--- config.mk ---
export PLATFORM = sky130hd
export DESIGN_NAME = mult_sequencer
export DESIGN_NICKNAME = d
export VERILOG_FILES = /design/src/rtl/mult_sequencer.sv
export SDC_FILE = /design/constraint.sdc
export NUM_CORES = 1
export LEC_CHECK = 0
export BUFFER_PORTS_ARGS = -buffer_cell sky130_fd_sc_hd__buf_4
export CORE_MARGIN = 5
export CORE_UTILIZATION = 50
export CTS_BUF_LIST = sky130_fd_sc_hd__clkbuf_16
export DETAILED_ROUTE_END_ITERATION = 16
export PLACE_DENSITY = 0.7
export SYNTH_ARGS = -nofsm -noshare
export SYNTH_HDL_FRONTEND = slang
export SYNTH_SLANG_ARGS = --single-unit
--- constraint.sdc ---
create_clock -name clk -period 3.9 [get_ports clk]
set_input_delay 0.39 -clock clk [delete_from_list [all_inputs] [get_ports clk]]
set_output_delay 0.39 -clock clk [all_outputs]
set_load 0.02 [all_outputs]
--- src/rtl/mult_sequencer.sv ---
// Radix-2 shift-add MULT/MULTU engine owning HI/LO; product lands WIDTH+1 edges after start (less with MULT_EARLY_TERM_EN).
// No backpressure: a start while busy is dropped; stall_out holds the dependent op in ID until HI/LO are written.
module mult_sequencer #(
    parameter int WIDTH = 32
) (
    input  logic             clk,
    input  logic             rst_n,
    input  logic             start_mult,
    input  logic             mult_sign,
    input  logic [WIDTH-1:0] op_a,
    input  logic [WIDTH-1:0] op_b,
    input  logic             mf_req,
    input  logic             abort,
    output logic [WIDTH-1:0] hi,
    output logic [WIDTH-1:0] lo,
    output logic             busy,
    output logic             done,
    output logic             stall_out
);

    localparam int CW = (WIDTH > 1) ? $clog2(WIDTH) : 1;

    typedef enum logic [1:0] {
        IDLE = 2'd0,
        BUSY = 2'd1,
        FIX  = 2'd2
    } state_t;

    state_t               state_q;
    state_t               state_d;
    logic [2*WIDTH-1:0]   acc_q;
    logic [WIDTH-1:0]     mcand_q;
    logic [WIDTH-1:0]     mplier_q;
    logic                 neg_q;
    logic [CW-1:0]        count_q;
    logic [WIDTH-1:0]     hi_q;
    logic [WIDTH-1:0]     lo_q;

    logic                 accept;
    logic                 last_iter;
    logic                 early_done;
    logic [WIDTH-1:0]     mag_a;
    logic [WIDTH-1:0]     mag_b;
    logic [WIDTH:0]       sum;
    logic [2*WIDTH-1:0]   iter_acc;
    logic [2*WIDTH-1:0]   product;

    assign accept    = start_mult & ~abort;
    assign last_iter = (count_q == CW'(WIDTH - 1));

    // Magnitudes are taken as unsigned, so the most negative operand maps to 2^(WIDTH-1).
    assign mag_a = (mult_sign & op_a[WIDTH-1]) ? (~op_a + 1'b1) : op_a;
    assign mag_b = (mult_sign & op_b[WIDTH-1]) ? (~op_b + 1'b1) : op_b;

    assign sum      = {1'b0, acc_q[2*WIDTH-1:WIDTH]} + {1'b0, (mplier_q[0] ? mcand_q : {WIDTH{1'b0}})};
    assign iter_acc = {sum, acc_q[WIDTH-1:1]};
    assign product  = neg_q ? (~acc_q + 1'b1) : acc_q;

`ifdef MULT_EARLY_TERM_EN
    logic [CW:0] shamt;
    assign early_done = (mplier_q == {WIDTH{1'b0}});
    assign shamt      = (CW+1)'(WIDTH) - {1'b0, count_q};
`else
    assign early_done = 1'b0;
`endif

    always_ff @(posedge clk or negedge rst_n) begin
        if (!rst_n) begin
            state_q <= IDLE;
        end else begin
            state_q <= state_d;
        end
    end

    always_comb begin
        state_d = state_q;
        done    = 1'b0;
        case (state_q)
            IDLE: begin
                if (accept) begin
                    state_d = BUSY;
                end
            end
            BUSY: begin
                if (abort) begin
                    state_d = IDLE;
                end else if (early_done || last_iter) begin
                    state_d = FIX;
                end
            end
            FIX: begin
                state_d = IDLE;
                done    = ~abort;
            end
            default: state_d = IDLE;
        endcase
    end

    always_ff @(posedge clk or negedge rst_n) begin
        if (!rst_n) begin
            acc_q    <= '0;
            mcand_q  <= '0;
            mplier_q <= '0;
            neg_q    <= 1'b0;
            count_q  <= '0;
            hi_q     <= '0;
            lo_q     <= '0;
        end else begin
            case (state_q)
                IDLE: begin
                    if (accept) begin
                        mcand_q  <= mag_a;
                        mplier_q <= mag_b;
                        neg_q    <= mult_sign & (op_a[WIDTH-1] ^ op_b[WIDTH-1]);
                        acc_q    <= '0;
                        count_q  <= '0;
                    end
                end
                BUSY: begin
                    if (!abort) begin
`ifdef MULT_EARLY_TERM_EN
                        // Remaining multiplier bits are all zero: apply the outstanding shifts at once.
                        if (early_done) begin
                            acc_q <= acc_q >> shamt;
                        end else begin
                            acc_q    <= iter_acc;
                            mplier_q <= mplier_q >> 1;
                            count_q  <= count_q + 1'b1;
                        end
`else
                        acc_q    <= iter_acc;
                        mplier_q <= mplier_q >> 1;
                        count_q  <= count_q + 1'b1;
`endif
                    end
                end
                FIX: begin
                    if (!abort) begin
                        hi_q <= product[2*WIDTH-1:WIDTH];
                        lo_q <= product[WIDTH-1:0];
                    end
                end
                default: ;
            endcase
        end
    end

    assign hi        = hi_q;
    assign lo        = lo_q;
    assign busy      = (state_q != IDLE);
    assign stall_out = busy & mf_req;

endmodule

==> out/metrics.csv, run 1 <==
metric;value;unit
ir_worst_vdd;0.000264;V
syn_area_per_cell;8.62;sq um
gp_congestion;0.917;
synth_area;11900;sq um
ys_types;65;
synth_seq_cells;200;
num-nets-final;1591;
synth_largest_area_cell;dfrtp_1;
finalSetupViolations;0;
status;complete, no violations;
drv_slew;0;
post_cts.repair.setup_buffers;0;
synth-async-reset-ratio;100;%
avgRoutedWirePerCell;15.6;um
design.die.area;27100;sq um
cp-start-kind;register;
syn-num-nets;1493;
die-width;164;um
cts_max_level;4;
clkTransAtPathRegs;0.08;ns
required;4.23;ns
fin_ws;0.353;ns
area_growth;15.8;%
synth_top_area_share;41.9;%
io_pins;137;
path_cells;and2_1 -> ha_1 -> inv_1 -> fa_1 -> nor2b_1 -> o211ai_1 -> a211oi_1 -> nor3_1 -> o21ai_0 -> a31oi_1 -> xor2_1 -> o21ai_0;
worst_path_most_repeated_cell;o21ai_0;
rsz0062_at_grt;false;
use_met1;32.9;%
post-route-min-period;3.55;ns
finalSetupTns;0;ns
ant_nets;0;
routed_wl;28300;um
row_count;56;
p_comb_share;29.9;%
powerDensity;451;nW/um^2
hold_violations;0;
synthTopCellsByArea;dfrtp_1, o21ai_0, nand2_1, xor2_1, xnor2_1;
antenna_found_initial;0;
initial_core_util;50.8;%
dpl.hpwl;21100;um
synth_enable_flop_cells;0;
cts.hold.buffers_added;0;
finalInstanceArea;13800;sq um
clockRootBuffer;clkbuf_16;
cts_tree;built;
grt_pass1_wl;47200;um
clkPwrFrac;27.4;%
max_slew_margin;28.2;%
top_usage_layer;met1;
die_h;164;um
ys_seq_area_share;41.9;%
cp_max_fo;33;
gr-total-overflow;0;
critPathMaxStageDelay;0.79;ns
p_int;3.95;mW
period_share;90.9;%
critical_path_class;register to register;
p_leak;6.20;nW
drive_gt1_share;13.8;%
clk_path_buf_depth;2;
insertion_delay;0.44;ns
cp.arrival;3.88;ns
fmaxAchievable;282;MHz
cts_resized;0;
end_kind;register;
cts.sinks;200;
grt_pass1_vias;9259;
fin_worst_skew;0.0115;ns
reg2reg_depth;12;
cts_made_buffers;17;
p_switching;2.28;mW
grtUsageMet3;2.67;%
grt_use_total;21.2;%
grt_max_degree;98;
core_region_area;23500;sq um
vias;9943;
hold_path_class;input port to async pin;
crit_slowest_cell;dfrtp_1;
ys.flop_type;dfrtp_1;
vias_per_cell;5.48;
dp_slack;0.374;ns
cap_violations;0;
syn_inst;1385;
placement.io_buffers;136;
n_antenna_cell;0;
worst_slew_pin_slew;1.07;ns
switching_share;36.7;%
drtIter0Drc;767;
dr.pass1.iters;5;
grt_use_met2;32.1;%
seq_power_share;42.7;%
drc;0;
yosys_warnings;0;
placed_cell_area;13200;sq um
## per-layer routing
metal,up-vias,wire [um]
li1,5072,-
met1,4647,14300
met2,207,12600
met3,17,1200
met4,0,220
met5,-,0
## synthesized netlist by cell type (all sizes together) (16+ instances only)
master / n
o31ai: 28
xor2: 89
a22oi: 30
nor2: 54
a21oi: 62
nor3: 23
o41ai: 19
ha: 37
xnor2: 61
dfrtp: 200
inv: 21
clkbuf: 68
nand2: 264
o21ai: 236
or4: 16
and2: 36
## sequential cells by signal, summed over array words and instances, names as in the netlist
signal and count:
acc_q 64, hi 32, lo 32, mcand_q 32, mplier_q 32, count_q 5
state_q 2, neg_q 1
## power by group through the flow
| stage | combinational, mW | clock [mW] | sequential (mW) |
|---|---|---|---|
| 2_1_floorplan | 1.41 | 0 | 2.55 |
| 3_3_place_gp | 1.84 | 0 | 2.69 |
| 3_5_place_dp | 1.86 | 0 | 2.70 |
| 4_1_cts | 1.87 | 1.74 | 2.66 |
| 5_1_grt | 2.11 | 1.84 | 2.70 |
| 6_report | 1.86 | 1.71 | 2.66 |
## cells by family after synthesis
| family | count (synthesis) | share of synthesized area, % |
|---|---|---|
| and+or+nand+nor | 486 | 19.6 |
| AOI/OAI and AO/OA | 417 | 20.4 |
| DFF | 200 | 41.9 |
| xor gates and xnor gates | 150 | 11.0 |
| buffers and inverters | 93 | 2.93 |
| adders and majority gates | 38 | 4.05 |
| muxes | 1 | 0.0839 |
## critical path: cells and delay by family, from the launching register on
kind,cells,cell delay (ns)
compound gates,5,1.31
flops,1,0.79
fa+ha+maj,2,0.57
simple gates,3,0.54
xor+xnor,1,0.16
buf+inv,1,0.05
## cells in the final DEF, fill, tap and decap left out, drive strengths merged, types with 3 or more instances in the layout
| cell type | n |
|---|---|
| or3 | 10 |
| a22oi | 30 |
| nor3b | 7 |
| o31ai | 28 |
| dfrtp | 200 |
| a21oi | 62 |
| a31oi | 7 |
| nand2b | 10 |
| nand3b | 5 |
| or2 | 8 |
| a211oi | 5 |
| a21o | 12 |
| nor2b | 8 |
| clkinv | 6 |
| ha | 37 |
| or4 | 16 |
| nand3 | 14 |
| nand4 | 4 |
| xor2 | 89 |
| and2 | 36 |
| clkbuf | 18 |
| nor3 | 23 |
| o41ai | 19 |
| inv | 28 |
| nor2 | 54 |
| nor4 | 10 |
| buf | 150 |
| o21ai | 236 |
| o21a | 3 |
| xnor2 | 61 |
| nand2 | 264 |
| and3 | 5 |
## layout make-up
type                            instances  area, sq um
Multi-Input combinational cell       1092         6600
Fill cell                            2180         9660
Inverter                               21         78.8
Timing Repair Buffer                  151         1160
Tap cell                              319          399
Clock inverter                         15          144
Sequential cell                       200         5010
Clock buffer                           17          425
## final timing paths
path                                   from     endpoint  slack, ns
worst max-delay path            mplier_q[0]    acc_q[55]       0.35
worst min-delay path                  rst_n        hi[1]       0.03
worst max register to register  mplier_q[0]    acc_q[55]       0.35
worst min register to register  mcand_q[17]  mcand_q[17]       0.47
max in group asynchronous             rst_n  mcand_q[31]       2.93
min in group clk                   op_a[31]  mcand_q[31]       0.22
## stage by stage
step / utilization [%] / hold slack [ns] / power [mW] / std cells
after global placement: 56.4 / 0.446 / 4.53 / 1783
after detailed placement: 56.4 / 0.455 / 4.56 / 1783
after global routing: 58.9 / 0.0907 / 6.65 / 1815
after floorplan: - / 0.0944 / 3.96 / 1385
final: 58.9 / 0.0295 / 6.23 / 1815
after CTS: 58.9 / 0.0572 / 6.27 / 1815
(Power assumes the default switching activity.)
==> run 2: changes to the inputs <==
==> config.mk (replaced) <==
export PLATFORM = sky130hd
export DESIGN_NAME = mult_sequencer
export DESIGN_NICKNAME = d
export VERILOG_FILES = /design/src/rtl/mult_sequencer.sv
export SDC_FILE = /design/constraint.sdc
export NUM_CORES = 1
export LEC_CHECK = 0
export CORE_MARGIN = 5
export CORE_UTILIZATION = 50
export CTS_BUF_LIST = sky130_fd_sc_hd__clkbuf_16
export DETAILED_ROUTE_END_ITERATION = 16
export DONT_BUFFER_PORTS = 1
export MAX_ROUTING_LAYER = met4
export SYNTH_ARGS = -nofsm -noshare
export SYNTH_HDL_FRONTEND = slang
export SYNTH_SLANG_ARGS = --single-unit
==> run 2 against run 1 <==
Net effect:
- the run now ends with hold timing left
- count of clock-buffer cells in the layout unchanged
- flip-flop and latch count is the same
- register-to-register slack better by 0.19 ns
- first-iteration DRC count shrank 16%
- setup slack better by 0.19 ns
- highest routed layer unchanged
==> out/metrics.csv, run 2 (synthesized netlist as in run 1, its figures left out) <==
metric;value;unit;change
status;finished, violations left;;
violations;hold timing;;
cp.arrival;3.65;ns;-0.23 ns
dp_cells;1644;;-7.8%
powerDensity;486;nW/um^2;+7.8%
clkTransAtPathRegs;0.08;ns;about the same
vias_per_cell;5.65;;+3.2%
die-width;164;um;unchanged
cts.sinks;200;;unchanged
ir_worst_vdd;0.000215;V;-18%
period_share;85.9;%;-5.0 points
io_pins;137;;unchanged
core_region_area;23500;sq um;unchanged
dpl.hpwl;21000;um;-0.55%
gp_congestion;0.903;;-1.6%
vias;9470;;-4.8%
ant_nets;0;;unchanged
grt_pass1_wl;47800;um;+1.2%
worst_slew_pin_slew;1.13;ns;+0.0555 ns
cts_made_buffers;17;;unchanged
drive_gt1_share;5.09;%;-8.7 points
p_leak;5.51;nW;-11%
finalSetupTns;0;ns;unchanged
placement.io_buffers;0;;-100%
grt_pass1_vias;9138;;-1.3%
post_cts.repair.setup_buffers;0;;unchanged
end_kind;register;;
hold_slack;-0.361;ns;-0.390 ns
rsz0062_at_grt;false;;
finalSetupViolations;0;;unchanged
gr-total-overflow;0;;unchanged
layout_commonest_cell;nand2_1;;
layout_common_cells;nand2_1, o21ai_0, dfrtp_1;;
initial_core_util;50.8;%;unchanged
path_cells;inv_1 -> ha_1 -> or4b_1 -> nor3_1 -> and4bb_2 -> nand4_1 -> or2_1 -> o41ai_1 -> xor2_1 -> o21ai_0;;
dp_slack;0.430;ns;+0.0559 ns
drc;0;;unchanged
cp-start-kind;register;;
antenna_found_initial;0;;unchanged
cp_max_fo;6;;-82%
hold_violations;200;;+200
cts_max_level;4;;unchanged
max_slew_margin;24.5;%;-3.7 points
cts_tree;built;;
insertion_delay;0.44;ns;about the same
drtIter0Drc;641;;-16%
grt_use_total;22.4;%;+1.2 points
fin_worst_skew;0.0115;ns;-0.00000980 ns
p_comb_share;28.5;%;-1.4 points
finalInstanceArea;12800;sq um;-7.4%
crit_slowest_cell;or4b_1;;
p_switching;2.25;mW;-1.5%
finalPower;6.22;mW;-0.18%
area_growth;7.24;%;
switching_share;36.2;%;-0.49 points
n_antenna_cell;0;;unchanged
dr.pass1.iters;7;;+2
fillers;2189;;+0.41%
clockRootBuffer;clkbuf_16;;
critPathMaxStageDelay;0.52;ns;-0.27 ns
row_count;56;;unchanged
largest_reg_flops;64;;unchanged
num-nets-final;1452;;-8.7%
avgRoutedWirePerCell;17.3;um;+11%
fin_ws;0.548;ns;+0.195 ns
post-route-min-period;3.35;ns;-0.195 ns
p_int;3.97;mW;+0.60%
hold_path_class;input port to async pin;;
fmaxAchievable;298;MHz;+5.8%
required;4.20;ns;-0.03 ns
grt_max_degree;201;;+110%
seq_power_share;43.0;%;+0.3 points
layout.cells.non_filler;1675;;-7.7%
clk_path_buf_depth;2;;unchanged
die_h;164;um;unchanged
drv_slew;0;;unchanged
cap_violations;0;;unchanged
placed_cell_area;12200;sq um;-7.8%
routed_wl;29000;um;+2.2%
design.die.area;27100;sq um;unchanged
top_register;acc_q;;
critical_path_class;register to register;;
clkPwrFrac;28.5;%;+1.1 points
==> run 2: power by group through the flow <==
stage,Sequential (mW),Combinational (mW),Clock (mW)
2_1_floorplan,2.55,1.41,0
3_3_place_gp,2.70,1.76,0
3_5_place_dp,2.71,1.77,0
4_1_cts,2.67,1.78,1.83
5_1_grt,2.71,1.99,1.91
6_report,2.67,1.77,1.77
==> run 2: critical path: cells and delay by family, from the launching register on <==
kind                     cells  cell delay (ns)
AO/OA/AOI/OAI                2             0.43
XOR/XNOR                     1             0.17
adder cells (fa/ha/maj)      1             0.19
buffers and inverters        1             0.09
flip-flops                   1             0.41
AND/OR/NAND/NOR              5             1.91
==> run 2: through the flow <==
stage | hold WS (ns) | util [%]
2_1_floorplan | 0.0944 | -
6_report | -0.361 | 54.5
3_5_place_dp | 0.0992 | 52.0
3_3_place_gp | 0.101 | 52.0
4_1_cts | -0.382 | 54.5
5_1_grt | -0.392 | 54.5
==> run 2: what timing repair did <==
| item | CTS | global route |
|---|---|---|
| resized for setup | 0 | 1 |
| hold endpoints to repair | 200 | 200 |
| endpoints found under the setup margin | 0 | 1 |
==> run 2: metal layers <==
layer  up-vias  track usage, %  share of wire (%)
met5         -               -                  0
met4         0            4.91                1.1
met3        14            4.49                5.8
met2       227            32.5                 44
met1      4435            32.8                 49
li1       4794               -                  -
==> run 2: final timing paths <==
path	slack [ns]	end	start	cells past startpoint
max	0.55	hi[28]	acc_q[1]	10
max reg2reg	0.55	hi[28]	acc_q[1]	10
min in group clk	0.09	mcand_q[31]	op_a[31]	2
min reg2reg	0.47	mcand_q[17]	mcand_q[17]	2
min	-0.36	hi[2]	rst_n	0
max in group asynchronous	3.73	mplier_q[0]	rst_n	0
==> run 2: cell type report <==
| class | instances | area (sq um) | area share (%) |
|---|---|---|---|
| multi-input combinational | 1092 | 6600 | 51.6 |
| sequential | 200 | 5010 | 39.1 |
| clock buffer | 17 | 425 | 3.32 |
| tap | 319 | 399 | 3.12 |
| clock inverter | 14 | 161 | 1.26 |
| timing repair buffer | 12 | 128 | 0.997 |
| inverter | 21 | 78.8 | 0.616 |
==> run 3: changes to the inputs <==
--- a/config.mk
+++ b/config.mk
@@ -5,9 +5,9 @@
 export SDC_FILE = /design/constraint.sdc
 export NUM_CORES = 1
 export LEC_CHECK = 0
+export CORE_ASPECT_RATIO = 1.1
 export CORE_MARGIN = 5
 export CORE_UTILIZATION = 50
-export CTS_BUF_LIST = sky130_fd_sc_hd__clkbuf_16
 export DETAILED_ROUTE_END_ITERATION = 16
 export DONT_BUFFER_PORTS = 1
 export MAX_ROUTING_LAYER = met4
==> run 3 against run 2 <==
Net effect:
- the run still ends with hold timing left
- global-route usage is 0.96 points lower
- critical path depth is 2 higher
- count of clock-buffer cells in the layout up 1
- final area down 0.13%
- cell count is 0.90% lower
- flip-flop and latch count unchanged
- highest routed layer unchanged
- non-clock buffer count is 2 lower
- first-iteration DRC count down 22%
- routed wire length shrank 2.9%
- setup slack got worse by 0.15 ns
- total power up 0.71%
==> out/metrics.csv, run 3 (synthesized netlist as in run 1, its figures left out) <==
metric;value;unit;change
status;finished, violations left;;
violations;hold timing;;
drive_gt1_share;4.94;%;-0.14 points
drv_slew;0;;unchanged
path_cells;and2_1 -> ha_1 -> inv_1 -> fa_1 -> nor2b_1 -> o211ai_1 -> a211oi_1 -> nor3_1 -> o21ai_0 -> a31oi_1 -> xor2_1 -> o21ai_0;;
cts_max_level;4;;unchanged
critPathMaxStageDelay;0.83;ns;+0.31 ns
io_pins;137;;unchanged
rr_endpoint;acc_q[55];;
top_register;acc_q;;
hold_violations;200;;unchanged
r2r_start;mplier_q[0];;
design.die.area;27100;sq um;about the same
antenna_found_initial;0;;unchanged
post-route-min-period;3.51;ns;+0.154 ns
cp_max_fo;33;;+27
worst_path_most_repeated_cell;o21ai_0;;
grt_pass1_vias;8831;;-3.4%
avgRoutedWirePerCell;16.9;um;-2.0%
cts_made_buffers;17;;unchanged
dr.pass1.iters;5;;-2
row_count;59;;+5.4%
vias_per_cell;5.60;;-0.93%
dpl.hpwl;20600;um;-1.7%
gr-total-overflow;0;;unchanged
critical_path_class;register to register;;
n_antenna_cell;0;;unchanged
ff2ff_setup_slack;0.39;ns;-0.15 ns
worst_slew_pin_slew;1.11;ns;-0.0165 ns
largest_reg_flops;64;;unchanged
finalSetupViolations;0;;unchanged
required;4.24;ns;+0.04 ns
fmaxAchievable;285;MHz;-4.4%
drc;0;;unchanged
area_growth;7.11;%;
core_region_area;23600;sq um;+0.64%
max_slew_margin;25.6;%;+1.1 points
hold_path_class;input port to async pin;;
grt_max_degree;201;;unchanged
clkTransAtPathRegs;0.08;ns;about the same
routed_wl;28100;um;-2.9%
period_share;89.9;%;+4.0 points
gp_congestion;0.924;;+2.4%
hold_slack;-0.364;ns;-0.00328 ns
clk_path_buf_depth;2;;unchanged
post_cts.repair.setup_buffers;0;;unchanged
powerDensity;490;nW/um^2;+0.84%
die_h;172;um;+4.6%
layout_common_cells;nand2_1, o21ai_0, dfrtp_1;;
p_leak;5.50;nW;about the same
cp-start-kind;register;;
clockRootBuffer;clkbuf_16;;
end_kind;register;;
path_buf_inv;1;;unchanged
initial_core_util;50.5;%;-0.32 points
grt_use_total;21.5;%;-0.96 points
vias;9298;;-1.8%
cts.sinks;200;;unchanged
finalSetupTns;0;ns;unchanged
ant_nets;0;;unchanged
reg2reg_depth;12;;+2
cp.arrival;3.84;ns;+0.19 ns
cts_resized;0;;unchanged
die-width;157;um;-4.4%
placement.io_buffers;0;;unchanged
drtIter0Drc;500;;-22%
fin_worst_skew;0.0189;ns;+0.00737 ns
layout_commonest_cell;nand2_1;;
num-nets-final;1450;;-0.14%
insertion_delay;0.44;ns;about the same
crit_family;compound AO/OA/AOI/OAI gates;;
cap_violations;0;;unchanged
ir_worst_vdd;0.000278;V;+29%
grt_pass1_wl;45900;um;-4.0%
crit_slowest_cell;dfrtp_1;;
rsz0062_at_grt;false;;
cts_tree;built;;
## run 3: cell types whose count changed in the layout (fill, tap and decap cells not counted)
cell / change
buf_4: -1
clkinv_4: -1
clkinv_2: -1
clkbuf_8: +1
inv_6: +1
clkinv_8: +2
buf_12: -1
dfrtp_1: +1
inv_8: -1
dfrtp_2: -1
## run 3: worst max path at each step
stage,start,endpoint,slack (ns),cells past startpoint
global placement,acc_q[1],hi[28],0.46,10
CTS,mplier_q[0],acc_q[55],0.32,12
detailed placement,mplier_q[0],acc_q[55],0.38,12
global route,mplier_q[0],acc_q[55],0.02,12
floorplan,acc_q[17],hi[5],1.08,8
finish,mplier_q[0],acc_q[55],0.39,12
## run 3: layout make-up
cell class / instances / area (sq um)
clock buffers: 18 / 439
clock inverters: 14 / 178
fillers: 2272 / 10800
inverters: 21 / 78.8
multi-input cells: 1092 / 6600
flip-flops and latches: 200 / 5010
well taps: 305 / 382
repair buffers: 10 / 100
## run 3: worst register-to-register path: cells and delay by family, from the launching register on
| kind | cells | cell delay, ns |
|---|---|---|
| AND/OR/NAND/NOR | 3 | 0.61 |
| buffers and inverters | 1 | 0.05 |
| adder cells (fa/ha/maj) | 2 | 0.55 |
| XOR/XNOR | 1 | 0.16 |
| AO/OA/AOI/OAI | 5 | 1.22 |
| flip-flops | 1 | 0.83 |
## run 3: report_power, final
group	switching [mW]	internal (mW)	total, mW
sequential	0.328	2.34	2.66
combinational	1.04	0.722	1.76
clock	0.897	0.941	1.84
## run 3: per-stage QoR
| stage | cell area, sq um | instances | power, mW | util (%) | setup slack [ns] |
|---|---|---|---|---|---|
| 2_1_floorplan | 11900 | 1385 | 3.96 | - | 1.08 |
| 3_3_place_gp | 12200 | 1628 | 4.44 | 51.5 | 0.462 |
| 3_5_place_dp | 12200 | 1628 | 4.46 | 51.5 | 0.376 |
| 4_1_cts | 12800 | 1660 | 6.31 | 54.1 | 0.318 |
| 5_1_grt | 12800 | 1660 | 6.66 | 54.1 | 0.0212 |
| 6_report | 12800 | 1660 | 6.26 | 54.1 | 0.394 |
## run 3: layer usage
layer	vias up	wire [um]	GRT usage [%]	share of wire, %
met5	-	0	-	0
met4	0	200	4.04	0.71
met3	16	1540	4.33	5.5
met2	185	12600	31.8	45
met1	4312	13800	31.0	49
li1	4785	-	-	-
